--- src/rtl/rib_arbiter.sv ---
// Round-robin arbiter sharing one RIB slave bus among NUM_MASTERS requesters,
// with a per-transaction watchdog and a combinational stall request for the core.
module rib_arbiter #(
  parameter int NUM_MASTERS = 4,
  parameter int AW          = 32,
  parameter int DW          = 32,
  parameter int CORE_IDX    = 0,
  parameter int TIMEOUT     = 255
) (
  input  logic                      clk,
  input  logic                      rst,
  input  logic [NUM_MASTERS-1:0]    m_req_i,
  input  logic [NUM_MASTERS-1:0]    m_we_i,
  input  logic [NUM_MASTERS*AW-1:0] m_addr_i,
  input  logic [NUM_MASTERS*DW-1:0] m_wdata_i,
  output logic [NUM_MASTERS-1:0]    m_ack_o,
  output logic                      m_err_o,
  output logic [DW-1:0]             m_rdata_o,
  output logic                      s_req_o,
  output logic                      s_we_o,
  output logic [AW-1:0]             s_addr_o,
  output logic [DW-1:0]             s_wdata_o,
  input  logic                      s_ack_i,
  input  logic [DW-1:0]             s_rdata_i,
  output logic                      hold_flag_o
);

  localparam int PW = (NUM_MASTERS > 1) ? $clog2(NUM_MASTERS) : 1;
  localparam int CW = 16;

  typedef enum logic {IDLE, BUSY} state_t;

  state_t          state_reg;
  logic [PW-1:0]   ptr_reg;
  logic [PW-1:0]   gnt_idx_reg;
  logic [CW-1:0]   cnt_reg;

  logic [PW-1:0]   sel_idx;
  logic [PW-1:0]   ptr_next;
  logic            busy;
  logic            gnt_req;
  logic            timeout_hit;
  logic            ack_fire;

  logic [AW-1:0]   addr_arr  [NUM_MASTERS];
  logic [DW-1:0]   wdata_arr [NUM_MASTERS];

  genvar gi;
  generate
    for (gi = 0; gi < NUM_MASTERS; gi++) begin : g_master
      assign addr_arr[gi]  = m_addr_i[gi*AW +: AW];
      assign wdata_arr[gi] = m_wdata_i[gi*DW +: DW];
      assign m_ack_o[gi]   = ack_fire && (gnt_idx_reg == PW'(gi));
    end
  endgenerate

  // Scan downward so the requester closest to ptr (smallest offset) wins last.
  always_comb begin
    logic [PW-1:0] cand;
    cand    = '0;
    sel_idx = ptr_reg;
    for (int i = NUM_MASTERS - 1; i >= 0; i--) begin
      cand = PW'((int'(ptr_reg) + i) % NUM_MASTERS);
      if (m_req_i[cand]) sel_idx = cand;
    end
  end

  assign busy        = (state_reg == BUSY);
  assign gnt_req     = m_req_i[gnt_idx_reg];
  assign timeout_hit = (cnt_reg == CW'(TIMEOUT - 1));
  // A dropped request abandons the transaction silently; reset suppresses completion.
  assign ack_fire    = busy && gnt_req && !rst && (s_ack_i || timeout_hit);
  assign ptr_next    = (gnt_idx_reg == PW'(NUM_MASTERS - 1)) ? '0 : gnt_idx_reg + PW'(1);

  assign s_req_o   = busy;
  assign s_we_o    = busy && m_we_i[gnt_idx_reg];
  assign s_addr_o  = busy ? addr_arr[gnt_idx_reg]  : '0;
  assign s_wdata_o = busy ? wdata_arr[gnt_idx_reg] : '0;

  assign m_err_o   = ack_fire && !s_ack_i;
  assign m_rdata_o = (ack_fire && s_ack_i) ? s_rdata_i : '0;

  assign hold_flag_o = m_req_i[CORE_IDX] &&
                       !(busy && (gnt_idx_reg == PW'(CORE_IDX)) && m_ack_o[CORE_IDX]);

  always_ff @(posedge clk) begin
    if (rst) begin
      state_reg   <= IDLE;
      ptr_reg     <= '0;
      gnt_idx_reg <= '0;
      cnt_reg     <= '0;
    end else begin
      case (state_reg)
        IDLE: begin
          if (|m_req_i) begin
            gnt_idx_reg <= sel_idx;
            cnt_reg     <= '0;
            state_reg   <= BUSY;
          end
        end
        BUSY: begin
          if (cnt_reg != '1) cnt_reg <= cnt_reg + CW'(1);
          if (!gnt_req) begin
            state_reg <= IDLE;
          end else if (ack_fire) begin
            ptr_reg   <= ptr_next;
            state_reg <= IDLE;
          end
        end
        default: state_reg <= IDLE;
      endcase
    end
  end

endmodule

--- config.mk ---
export PLATFORM = sky130hd
export DESIGN_NAME = rib_arbiter
export DESIGN_NICKNAME = d
export VERILOG_FILES = /design/src/rtl/rib_arbiter.sv
export SDC_FILE = /design/constraint.sdc
export NUM_CORES = 1
export LEC_CHECK = 0
export BUFFER_PORTS_ARGS = -buffer_cell sky130_fd_sc_hd__buf_2
export CORE_AREA = 2 2 155 157
export DETAILED_ROUTE_END_ITERATION = 10
export DIE_AREA = 0 0 157 159
export GPL_TIMING_DRIVEN = 0
export PLACE_DENSITY_LB_ADDON = 0.3
export SYNTH_ARGS = -nofsm -noshare
export SYNTH_HDL_FRONTEND = slang
export SYNTH_SLANG_ARGS = --single-unit
--- constraint.sdc ---
create_clock -name clk -period 2.06 [get_ports clk]
set_input_delay 0.206 -clock clk [delete_from_list [all_inputs] [get_ports clk]]
set_output_delay 0.206 -clock clk [all_outputs]
set_load 0.01 [all_outputs]
==> out/metrics.cfg <==
[run_status]
status=finished, violations left
violations=negative setup slack

[cells_and_area]
syn2layout_area_growth_pct=98.0
final_nets=1071
final_cell_mix=buf_2, mux4_2, buf_6
drive_gt1_frac=0.773
final_common_cell=buf_2
nFillCells=2488
fin_util=0.299
largest_reg_flops=16

[pwr]
p_switching_uw=737
p_clk_frac=0.189
p_leak_nw=3.24
comb_power_share=0.619
seqPwrFrac=0.192
p_int_mw=1.48
switching_share=0.333
max-vdd-ir-drop_uv=218
cellPowerDensity_mw_per_mm2=319

[cts]
htree_levels=1
clock_latency_ns=0.25
path_clk_slew_ns=0.06
cts_buffer_depth=2
cts-root-buf=clkbuf_16
cts_buffers=3
cts_tree=built
numClockSinks=21
postCtsHoldBufs=0

[worst_setup_path]
crit_required_ns=1.85
path_cells=buf_8, mux4_2, and3_4, buf_8, and2_4, buf_6
reg2reg_slack_ns=0.18
critPathLaunch=gnt_idx_reg[0]
path_common_cell=buf_8
crit_path_top_delay_cell=mux4_2
arrival_ns=1.93
reg2reg_to=cnt_reg[9]
r2r_start=cnt_reg[0]
r2r_cells=6
start_kind=register
path_buf_inv=3
slowest_delay_ns=0.56
cp_max_fo=8
crit_type=register to primary output
worst_setup_path_end_kind=primary output
endpoint=m_rdata_o[10]
cp_top_family=multiplexers
path_depth=6

[detailed_routing]
wl_um=22100
wire_per_inst_um=20.3
ant_nets=0
routed_via_density=4.30
drt_iter0_markers=220
vias=4686
dr.pass1.iters=4
drc_errors=0

[timing]
finalHoldViolations=0
rsz0062_at_grt=true
setup_viol=33
finalSetupTns_ns=-2.08
maxSlewHeadroom=0.669
worstMarginPinSlew_ns=0.497
finalClockSkew_ns=0.00134
layout_setup_ws_ns=-0.0738
max_freq_ghz=0.469
slew_violations=0
period_share=1.04
fin_crit_ns=2.13

[global_route]
grt_overflow=0
grt_max_degree=12
grt_antenna_before_repair=8
grt_use_total=0.162
grt_pass1_vias=4750
grt_pass1_wl_um=30000

[yosys]
synth_top_area_cell=mux4_2
ys_seq_area_frac=0.120
ys_seq_elements=21
ys_types=46
synth_area_per_cell_um2=10.1
yosys_warnings=0
ys.flop_type=dfxtp_1
synth_area_leaders=mux4_2, and2_1, dfxtp_1
netlist_area_mm2=0.00350
syn-num-nets=653
synth_cells=348
synthDominantCellAreaShare=0.424
synth_edf_count=0
synthArstFlopShare=0

[placed_design]
hpwl_um=18700
port-buffer-count=402
routabilityCongestion=0.906

[die]
start_util=0.151
num_rows=56
dieWidth_um=157
ios=403
die-height_um=159
floorplan.die_area_mm2=0.0250
core_area_mm2=0.0232

[worst_hold_path]
hp-start=s_ack_i
hold_class=input port to register

[job]
maxCapViolCount=0

-- how the worst min path moves through the flow --
stage | end | slack [ns] | cells past startpoint
after floorplan | s_req_o | 0.44 | 3
after global placement | cnt_reg[11] | 0.48 | 2
after detailed placement | cnt_reg[5] | 0.49 | 2
after CTS | s_req_o | 0.35 | 4
after global routing | s_req_o | 0.39 | 4
final | s_req_o | 0.36 | 4
-- final cells by class --
cell class	instances	area (um^2)	area share
diodes	5	12.5	0.00180
multi-input cells	288	3120	0.450
repair buffers	414	2550	0.367
inverters	5	18.8	0.00271
well taps	319	399	0.0575
plain buffers	33	333	0.0480
flip-flops and latches	21	424	0.0611
clock buffers	4	78.8	0.0114
-- routing by layer --
layer,global-route usage,vias up,part of all wire
li1,-,2171,-
met5,0,-,0.0010
met4,0.0317,4,0.016
met1,0.191,2255,0.38
met3,0.0895,24,0.14
met2,0.259,232,0.46
-- logic make-up (layout without fill, tap and decap cells) --
group / Yosys count / count (layout) / share of synthesized area
muxes: 70 / 70 / 0.436
DFF: 21 / 21 / 0.120
other: 0 / 5 / 0
adders and majority gates: 6 / 6 / 0.0214
and+or+nand+nor: 172 / 172 / 0.293
AOI/OAI and AO/OA: 35 / 35 / 0.0682
xor gates and xnor gates: 5 / 5 / 0.0125
buffers and inverters: 39 / 456 / 0.0482
-- metrics by stage --
stage	cell area, um^2	cells	hold slack (ns)	worst slack [ns]	total power [mW]
2_1_floorplan	3500	348	0.443	0.0658	0.990
3_5_place_dp	5910	1069	0.488	-0.574	1.57
6_report	6940	1089	0.357	-0.0738	2.21
5_1_grt	6930	1086	0.391	-0.154	2.36
4_1_cts	6650	1083	0.348	-0.0859	2.16
3_3_place_gp	5910	1069	0.477	-0.565	1.57
-- cells in the mapped netlist, drive strengths merged (2+ instances only) --
cell and number:
and2 103, mux4 66, dfxtp 21, clkbuf 18
buf 16, nand2 15, a21oi 12, nor2 12
nand3 7, ha 6, and4 5, inv 5
nand4 5, nor2b 5, xnor2 5, nor3 4
o21ai 4, a31oi 3, and3 3, nor4 3
a211oi 2, mux2 2, mux2i 2, nand2b 2
nor4b 2, o211ai 2, o31ai 2, or2 2
or4 2
-- power groups by stage --
stage	combinational (mW)	sequential, mW	clock [mW]
6_report	1.37	0.425	0.419
5_1_grt	1.48	0.426	0.454
4_1_cts	1.30	0.425	0.435
3_5_place_dp	1.14	0.434	0
3_3_place_gp	1.13	0.434	0
2_1_floorplan	0.559	0.432	0
-- what timing repair did --
item,in CTS,in global routing
hold endpoints to repair,0,0
setup buffers,7,0
gates cloned,4,1
gates resized for setup,164,69
pin swaps,29,16
setup endpoints to repair,104,110
-- worst reg2reg max path, stage by stage, from the launching register on --
cell     delay [ns]
dfxtp_1        0.38
ha_2           0.28
and2_1         0.22
and4_1         0.34
a21oi_1        0.14
and3_1         0.20
a211o_1        0.21
Note: power is estimated with default switching activity, not from simulation.
